`src/rtl/ipml_fifo_rd_pkg.sv`:
```
// Shared definitions for the FIFO read-side stream engine.
//   RD_LATENCY_MAX : largest supported FIFO rd_en-to-rd_data latency
//   depth_f        : skid buffer depth for a given read latency
//   clog2_f        : ceiling log2 for pointer sizing
//   params_ok      : elaboration-time legality check of top parameters
package ipml_fifo_rd_pkg;

  localparam int unsigned RD_LATENCY_MAX = 2;
  localparam int unsigned BURST_LEN_MAX  = 65535;

  // One slot per in-flight read plus one so a word can be presented while
  // the pipe refills; this is what allows 1 beat/cycle.
  function automatic int unsigned depth_f(input int unsigned rd_latency);
    return rd_latency + 1;
  endfunction

  function automatic int unsigned clog2_f(input int unsigned v);
    int unsigned r;
    r = 0;
    for (int unsigned i = 0; i < 32; i++) begin
      if ((64'd1 << i) < 64'(v)) r = i + 1;
    end
    return r;
  endfunction

  function automatic bit params_ok(input int unsigned data_width,
                                   input int unsigned rd_latency,
                                   input int unsigned burst_len,
                                   input int unsigned cnt_width);
    return (data_width >= 1) &&
           (rd_latency >= 1) && (rd_latency <= RD_LATENCY_MAX) &&
           (burst_len >= 1) && (burst_len <= BURST_LEN_MAX) &&
           (cnt_width >= 1);
  endfunction

endpackage

```
`src/rtl/ipml_fifo_rd_skid_buf.sv`:
```
// Circular skid buffer absorbing the FIFO read latency.
//   i_clk, i_rst_n : clock, asynchronous active-low reset
//   i_clr          : synchronous clear, dominates push/pop
//   i_push, i_data : write i_data at the tail
//   i_pop          : retire the head entry
//   o_data         : head entry (undefined when o_valid=0)
//   o_valid        : buffer not empty
//   o_level        : occupancy 0..DEPTH
module ipml_fifo_rd_skid_buf
  import ipml_fifo_rd_pkg::*;
#(
  parameter int unsigned DATA_WIDTH = 64,
  parameter int unsigned DEPTH      = 2
) (
  input  logic                  i_clk,
  input  logic                  i_rst_n,
  input  logic                  i_clr,
  input  logic                  i_push,
  input  logic [DATA_WIDTH-1:0] i_data,
  input  logic                  i_pop,
  output logic [DATA_WIDTH-1:0] o_data,
  output logic                  o_valid,
  output logic [1:0]            o_level
);

  localparam int unsigned PTR_W = (DEPTH > 1) ? clog2_f(DEPTH) : 1;
  localparam logic [PTR_W-1:0] PTR_LAST = PTR_W'(DEPTH - 1);
  localparam logic [1:0]       LVL_FULL = 2'(DEPTH);

  logic [DATA_WIDTH-1:0] r_mem [DEPTH];
  logic [PTR_W-1:0]      r_wr_ptr;
  logic [PTR_W-1:0]      r_rd_ptr;
  logic [1:0]            r_level;
  logic                  w_do_push;
  logic                  w_do_pop;

  assign w_do_push = i_push & (r_level != LVL_FULL);
  assign w_do_pop  = i_pop & (r_level != 2'd0);

  always_ff @(posedge i_clk or negedge i_rst_n) begin
    if (!i_rst_n) begin
      r_wr_ptr <= '0;
      r_rd_ptr <= '0;
      r_level  <= '0;
    end else if (i_clr) begin
      r_wr_ptr <= '0;
      r_rd_ptr <= '0;
      r_level  <= '0;
    end else begin
      if (w_do_push) r_wr_ptr <= (r_wr_ptr == PTR_LAST) ? '0 : r_wr_ptr + PTR_W'(1);
      if (w_do_pop)  r_rd_ptr <= (r_rd_ptr == PTR_LAST) ? '0 : r_rd_ptr + PTR_W'(1);
      case ({w_do_push, w_do_pop})
        2'b10:   r_level <= r_level + 2'd1;
        2'b01:   r_level <= r_level - 2'd1;
        default: r_level <= r_level;
      endcase
    end
  end

  // Storage needs no reset: the head is only observed while o_valid=1.
  always_ff @(posedge i_clk) begin
    if (w_do_push && !i_clr) r_mem[r_wr_ptr] <= i_data;
  end

  assign o_data  = r_mem[r_rd_ptr];
  assign o_valid = (r_level != 2'd0);
  assign o_level = r_level;

endmodule

```
`src/rtl/ipml_fifo_rd_stream_v1_0.sv`:
```
// Read-side drain engine for the 16-in/64-out asynchronous FIFO.
// Issues FIFO reads under a credit rule, tracks reads in flight through the
// FIFO latency, buffers returned words and presents them as a valid/ready
// stream with a periodic last marker and a running beat count.
//   rd_clk, rd_rst_n     : read clock, asynchronous active-low reset
//   flush                : synchronous flush, active high
//   fifo_rd_en           : FIFO read enable (never while fifo_rd_empty=1)
//   fifo_rd_empty        : FIFO empty flag
//   fifo_rd_data         : FIFO read data, RD_LATENCY cycles after rd_en
//   m_valid/m_ready      : output stream handshake
//   m_data, m_last       : output beat data (0 when idle), end-of-burst marker
//   buf_level            : skid buffer occupancy
//   beat_total           : accepted beats since reset/flush, wrapping
module ipml_fifo_rd_stream_v1_0
  import ipml_fifo_rd_pkg::*;
#(
  parameter int unsigned DATA_WIDTH = 64,
  parameter int unsigned RD_LATENCY = 1,
  parameter int unsigned BURST_LEN  = 16,
  parameter int unsigned CNT_WIDTH  = 32
) (
  input  logic                  rd_clk,
  input  logic                  rd_rst_n,
  input  logic                  flush,
  output logic                  fifo_rd_en,
  input  logic                  fifo_rd_empty,
  input  logic [DATA_WIDTH-1:0] fifo_rd_data,
  output logic                  m_valid,
  input  logic                  m_ready,
  output logic [DATA_WIDTH-1:0] m_data,
  output logic                  m_last,
  output logic [1:0]            buf_level,
  output logic [CNT_WIDTH-1:0]  beat_total
);

  localparam int unsigned DEPTH    = depth_f(RD_LATENCY);
  localparam logic [15:0] LAST_IDX = 16'(BURST_LEN - 1);

  if (!params_ok(DATA_WIDTH, RD_LATENCY, BURST_LEN, CNT_WIDTH)) begin : g_bad_params
    $error("ipml_fifo_rd_stream_v1_0: illegal parameter combination");
  end

  logic [RD_LATENCY-1:0] r_pipe;
  logic [RD_LATENCY-1:0] w_pipe_shift;
  logic [1:0]            w_inflight;
  logic [2:0]            w_occupancy;
  logic                  w_credit;
  logic                  w_pop;
  logic                  w_push;
  logic                  w_head_valid;
  logic [DATA_WIDTH-1:0] w_head_data;
  logic [1:0]            w_level;
  logic [15:0]           r_idx;
  logic [CNT_WIDTH-1:0]  r_beat_total;

  assign w_pop  = w_head_valid & m_ready;
  assign w_push = r_pipe[RD_LATENCY-1];

  always_comb begin
    w_inflight = '0;
    for (int unsigned i = 0; i < RD_LATENCY; i++) begin
      w_inflight = w_inflight + 2'(r_pipe[i]);
    end
  end

  // Words already owned by this block after the edge (buffered + in flight,
  // less the one leaving now); a new read is allowed only if it still fits.
  assign w_occupancy = 3'(w_level) + 3'(w_inflight) - 3'(w_pop);
  assign w_credit    = (w_occupancy < 3'(DEPTH));

  // Gated by rd_rst_n so no read is issued while held in reset.
  assign fifo_rd_en = rd_rst_n & ~fifo_rd_empty & ~flush & w_credit;

  if (RD_LATENCY == 1) begin : g_lat1
    assign w_pipe_shift = fifo_rd_en;
  end else begin : g_latn
    assign w_pipe_shift = {r_pipe[RD_LATENCY-2:0], fifo_rd_en};
  end

  always_ff @(posedge rd_clk or negedge rd_rst_n) begin
    if (!rd_rst_n) begin
      r_pipe <= '0;
    end else if (flush) begin
      r_pipe <= '0;
    end else begin
      r_pipe <= w_pipe_shift;
    end
  end

  ipml_fifo_rd_skid_buf #(
    .DATA_WIDTH (DATA_WIDTH),
    .DEPTH      (DEPTH)
  ) u_skid (
    .i_clk   (rd_clk),
    .i_rst_n (rd_rst_n),
    .i_clr   (flush),
    .i_push  (w_push),
    .i_data  (fifo_rd_data),
    .i_pop   (w_pop),
    .o_data  (w_head_data),
    .o_valid (w_head_valid),
    .o_level (w_level)
  );

  always_ff @(posedge rd_clk or negedge rd_rst_n) begin
    if (!rd_rst_n) begin
      r_idx        <= '0;
      r_beat_total <= '0;
    end else if (flush) begin
      r_idx        <= '0;
      r_beat_total <= '0;
    end else if (w_pop) begin
      r_idx        <= (r_idx == LAST_IDX) ? '0 : r_idx + 16'd1;
      r_beat_total <= r_beat_total + CNT_WIDTH'(1);
    end
  end

  assign m_valid    = w_head_valid;
  assign m_data     = w_head_valid ? w_head_data : '0;
  assign m_last     = w_head_valid & (r_idx == LAST_IDX);
  assign buf_level  = w_level;
  assign beat_total = r_beat_total;

endmodule

```
`config.mk`:
```
export PLATFORM = sky130hd
export DESIGN_NAME = ipml_fifo_rd_stream_v1_0
export DESIGN_NICKNAME = d
export VERILOG_FILES = /design/src/rtl/ipml_fifo_rd_pkg.sv /design/src/rtl/ipml_fifo_rd_skid_buf.sv /design/src/rtl/ipml_fifo_rd_stream_v1_0.sv
export SDC_FILE = /design/constraint.sdc
export NUM_CORES = 1
export LEC_CHECK = 0
export CAP_MARGIN = 20
export CORE_ASPECT_RATIO = 1.1
export CORE_MARGIN = 2
export CORE_UTILIZATION = 50
export CTS_CLUSTER_DIAMETER = 50
export DETAILED_ROUTE_END_ITERATION = 6
export PLACE_DENSITY_LB_ADDON = 0.15
export SLEW_MARGIN = 25
export SYNTH_ARGS = -nofsm -noshare
export SYNTH_HDL_FRONTEND = slang
export SYNTH_SLANG_ARGS = --single-unit
```
`constraint.sdc`:
```
create_clock -name rd_clk -period 17.4 [get_ports rd_clk]
set_input_delay 4.35 -clock rd_clk [delete_from_list [all_inputs] [get_ports rd_clk]]
set_output_delay 4.35 -clock rd_clk [all_outputs]
set_load 0.005 [all_outputs]
```
==> run metrics <==
DIE HEIGHT=134 um; Syn Nets=667; critical path data required time=13.05 ns; RSZ-0062 raised after global routing=false; Overall Power=0.889 mW; max incr delay on CP=0.58 ns; Crit. End Element=primary output; Die Wd=122 um; Final Util=0.675; post-CTS sizing=0; cell count after synthesis=594; Post-DRT Antenna Nets=0; leak pwr=3.41 nW; crit path DAT=7.25 ns; final critical-path setup slack=5.80 ns; CP Cell Sequence=clkdlybuf4s50_1, o21ai_2, inv_1, ha_1, nand2b_1, fa_1, nand2_1, nor4_1, clkdlybuf4s50_1; design area=10200 um^2; Placed Cells=932; pre-CTS WS=5.79 ns; CP most frequent cell=clkdlybuf4s50_1; hold buffer count at CTS=0; I/O pins=170; mapped cell area=7710 um^2; initial antenna violation count=0; non-filler cells, final=964; DRT Wirelength=16400 um; worst min path class=reg2reg; routed length per instance=17.1 um; Highest Clock Rate=86.2 MHz; Layout area overhead=31.8%; Layout Skew=0.0145 ns; shortest period the worst path allows=11.60 ns; Inserted Diodes=0; vias in the first global route=5434; # port buffers=169; clock buffer depth=2; Synth Register Bits=181; maxcap violations=0; Worst setup SP type=input port; largest net degree at the start of global routing=67; most common cell after layout, fill and taps aside=clkdlybuf4s50_1; core footprint=15100 um^2; CTS H-tree depth=4; TritonCTS clock tree=done; Avg Cell Area, Syn=13.0 um^2; clk_lat worst skew=0.42 ns; status=complete, no violations; DR vias/cell=5.58; clk sink count=181; fin crit share=0.667; relative slew slack=0.345; nets=828; met2 global-route usage=0.353; maximum vdd drop=64.5 uV; EDFF count, synth=128; Fin Hold WS=0.532 ns; synth unique cells=41; drt pass-1 iters=5; Pins Over Slew Limit=0; CP max-delay cell=clkdlybuf4s50_1; GR peak layer=met2; first-pass GRT wire length=26900 um; most frequent cells in the layout=clkdlybuf4s50_1 (167), edfxtp_1 (128), nor2_1 (84); Iter 0 DRT Violations=421; setup TNS=0 ns; sequential share of the synthesized area=0.671; layout cells sized above 1=0.0625; Total GRT Usage=0.210; met1 layer usage reported by global route=0.256; PwrDens=87.6 nW/um^2; Vias=5376; Initial Utilization=0.512; Remaining DRCs=0; crit-path max FO=14; Die Footprint=16400 um^2; crit path kind=in2out; ys async rst share=0.293; met3 Use GR=0.0710; Ys Warns=0; Setup-failing EPs final=0; CTS Buf Count=17; Post-DP HPWL=10500 um; Worst-Margin Slew=0.980 ns; Filler cells=1177; Post-CTS Setup Bufs=0; Most used DFF post-synth=edfxtp_1; area post-placement=9580 um^2; GR Overflow Total=0; num rows=47; Final Hold Fails=0; GP Congestion=0.831; Root Buffer=clkbuf_16; Clock transition at path regs=0.06 ns
registers in the layout, summed over array words and instances (netlist names):
name,cells
u_skid.r_mem,128
u_skid.r_rd_ptr,1
r_pipe,1
u_skid.o_level,2
u_skid.r_wr_ptr,1
beat_total,32
r_idx,16
routing by layer:
metal  vias up  routed length, um
met5         -                  0
met3        13               1210
met1      2628               6650
met2       157               8420
li1       2578                  -
met4         0                162
worst max-delay path, delay by kind of cell:
kind                     cells  cell delay [ns]
adder cells (fa/ha/maj)      2             0.79
buffers and inverters        3             1.50
AO/OA/AOI/OAI                1             0.13
AND/OR/NAND/NOR              3             0.48
cells by family (layout without fill, tap and decap cells):
kind of cell	Yosys count	in the layout	synth area share
compound gates	88	88	0.0711
xor+xnor	12	12	0.0136
fa+ha+maj	4	4	0.00747
buf+inv	46	220	0.0237
flops	181	181	0.671
mux	65	65	0.0846
simple gates	198	198	0.129
layout make-up:
class                           instances  area (um^2)  share of cell area
Sequential cell                       181         5170               0.509
Multi-Input combinational cell        367         2370               0.234
Timing Repair Buffer                  177         1750               0.172
Clock buffer                           19          433              0.0426
Tap cell                              196          245              0.0241
Clock inverter                         13          146              0.0144
Inverter                               11         41.3             0.00407
path summary, 6_finish.rpt:
kind	startpoint	endpoint	slack, ns	cells after the start
max	m_ready	fifo_rd_en	5.80	9
min	r_idx[14]$_DFFE_PN0P_	r_idx[14]$_DFFE_PN0P_	0.53	1
max reg2reg	u_skid.o_level[1]$_DFFE_PN0P_	r_pipe$_DFF_PN0_	14.92	7
min reg2reg	r_idx[14]$_DFFE_PN0P_	r_idx[14]$_DFFE_PN0P_	0.53	1
max in group asynchronous	rd_rst_n	u_skid.r_rd_ptr$_DFFE_PN0P_	12.82	2
min in group asynchronous	rd_rst_n	beat_total[23]$_DFFE_PN0P_	4.05	2
cells in the mapped netlist (4+ instances only):
cell type  count  area [um^2]
or4_1         15          113
nand4_1        9         56.3
clkbuf_1      22         82.6
nand3_1       21          105
buf_1         10         37.5
dfrtp_1       53         1330
o31ai_1       13         97.6
o21ai_0       13         65.1
and3_1         8         50.1
and4_1         5         43.8
mux2i_1       64          641
a41oi_1        4         35.0
or3_1         11         68.8
edfxtp_1     128         3840
o211ai_1       6         45.0
nor2_1        85          319
xor2_1         9         78.8
a31oi_1       17          106
nand2_1       21         78.8
nor3_1         4         20.0
nand2b_1       5         31.3
nor4_1         7         43.8
a21oi_1       27          135
inv_1         11         41.3
report_power, final:
| part | leakage (nW) | switching (mW) | internal [mW] |
|---|---|---|---|
| Sequential | 1.89 | 0.00171 | 0.467 |
| Combinational | 1.23 | 0.0224 | 0.0263 |
| Clock | 0.280 | 0.158 | 0.214 |
Power figures use the tool's default switching activity.
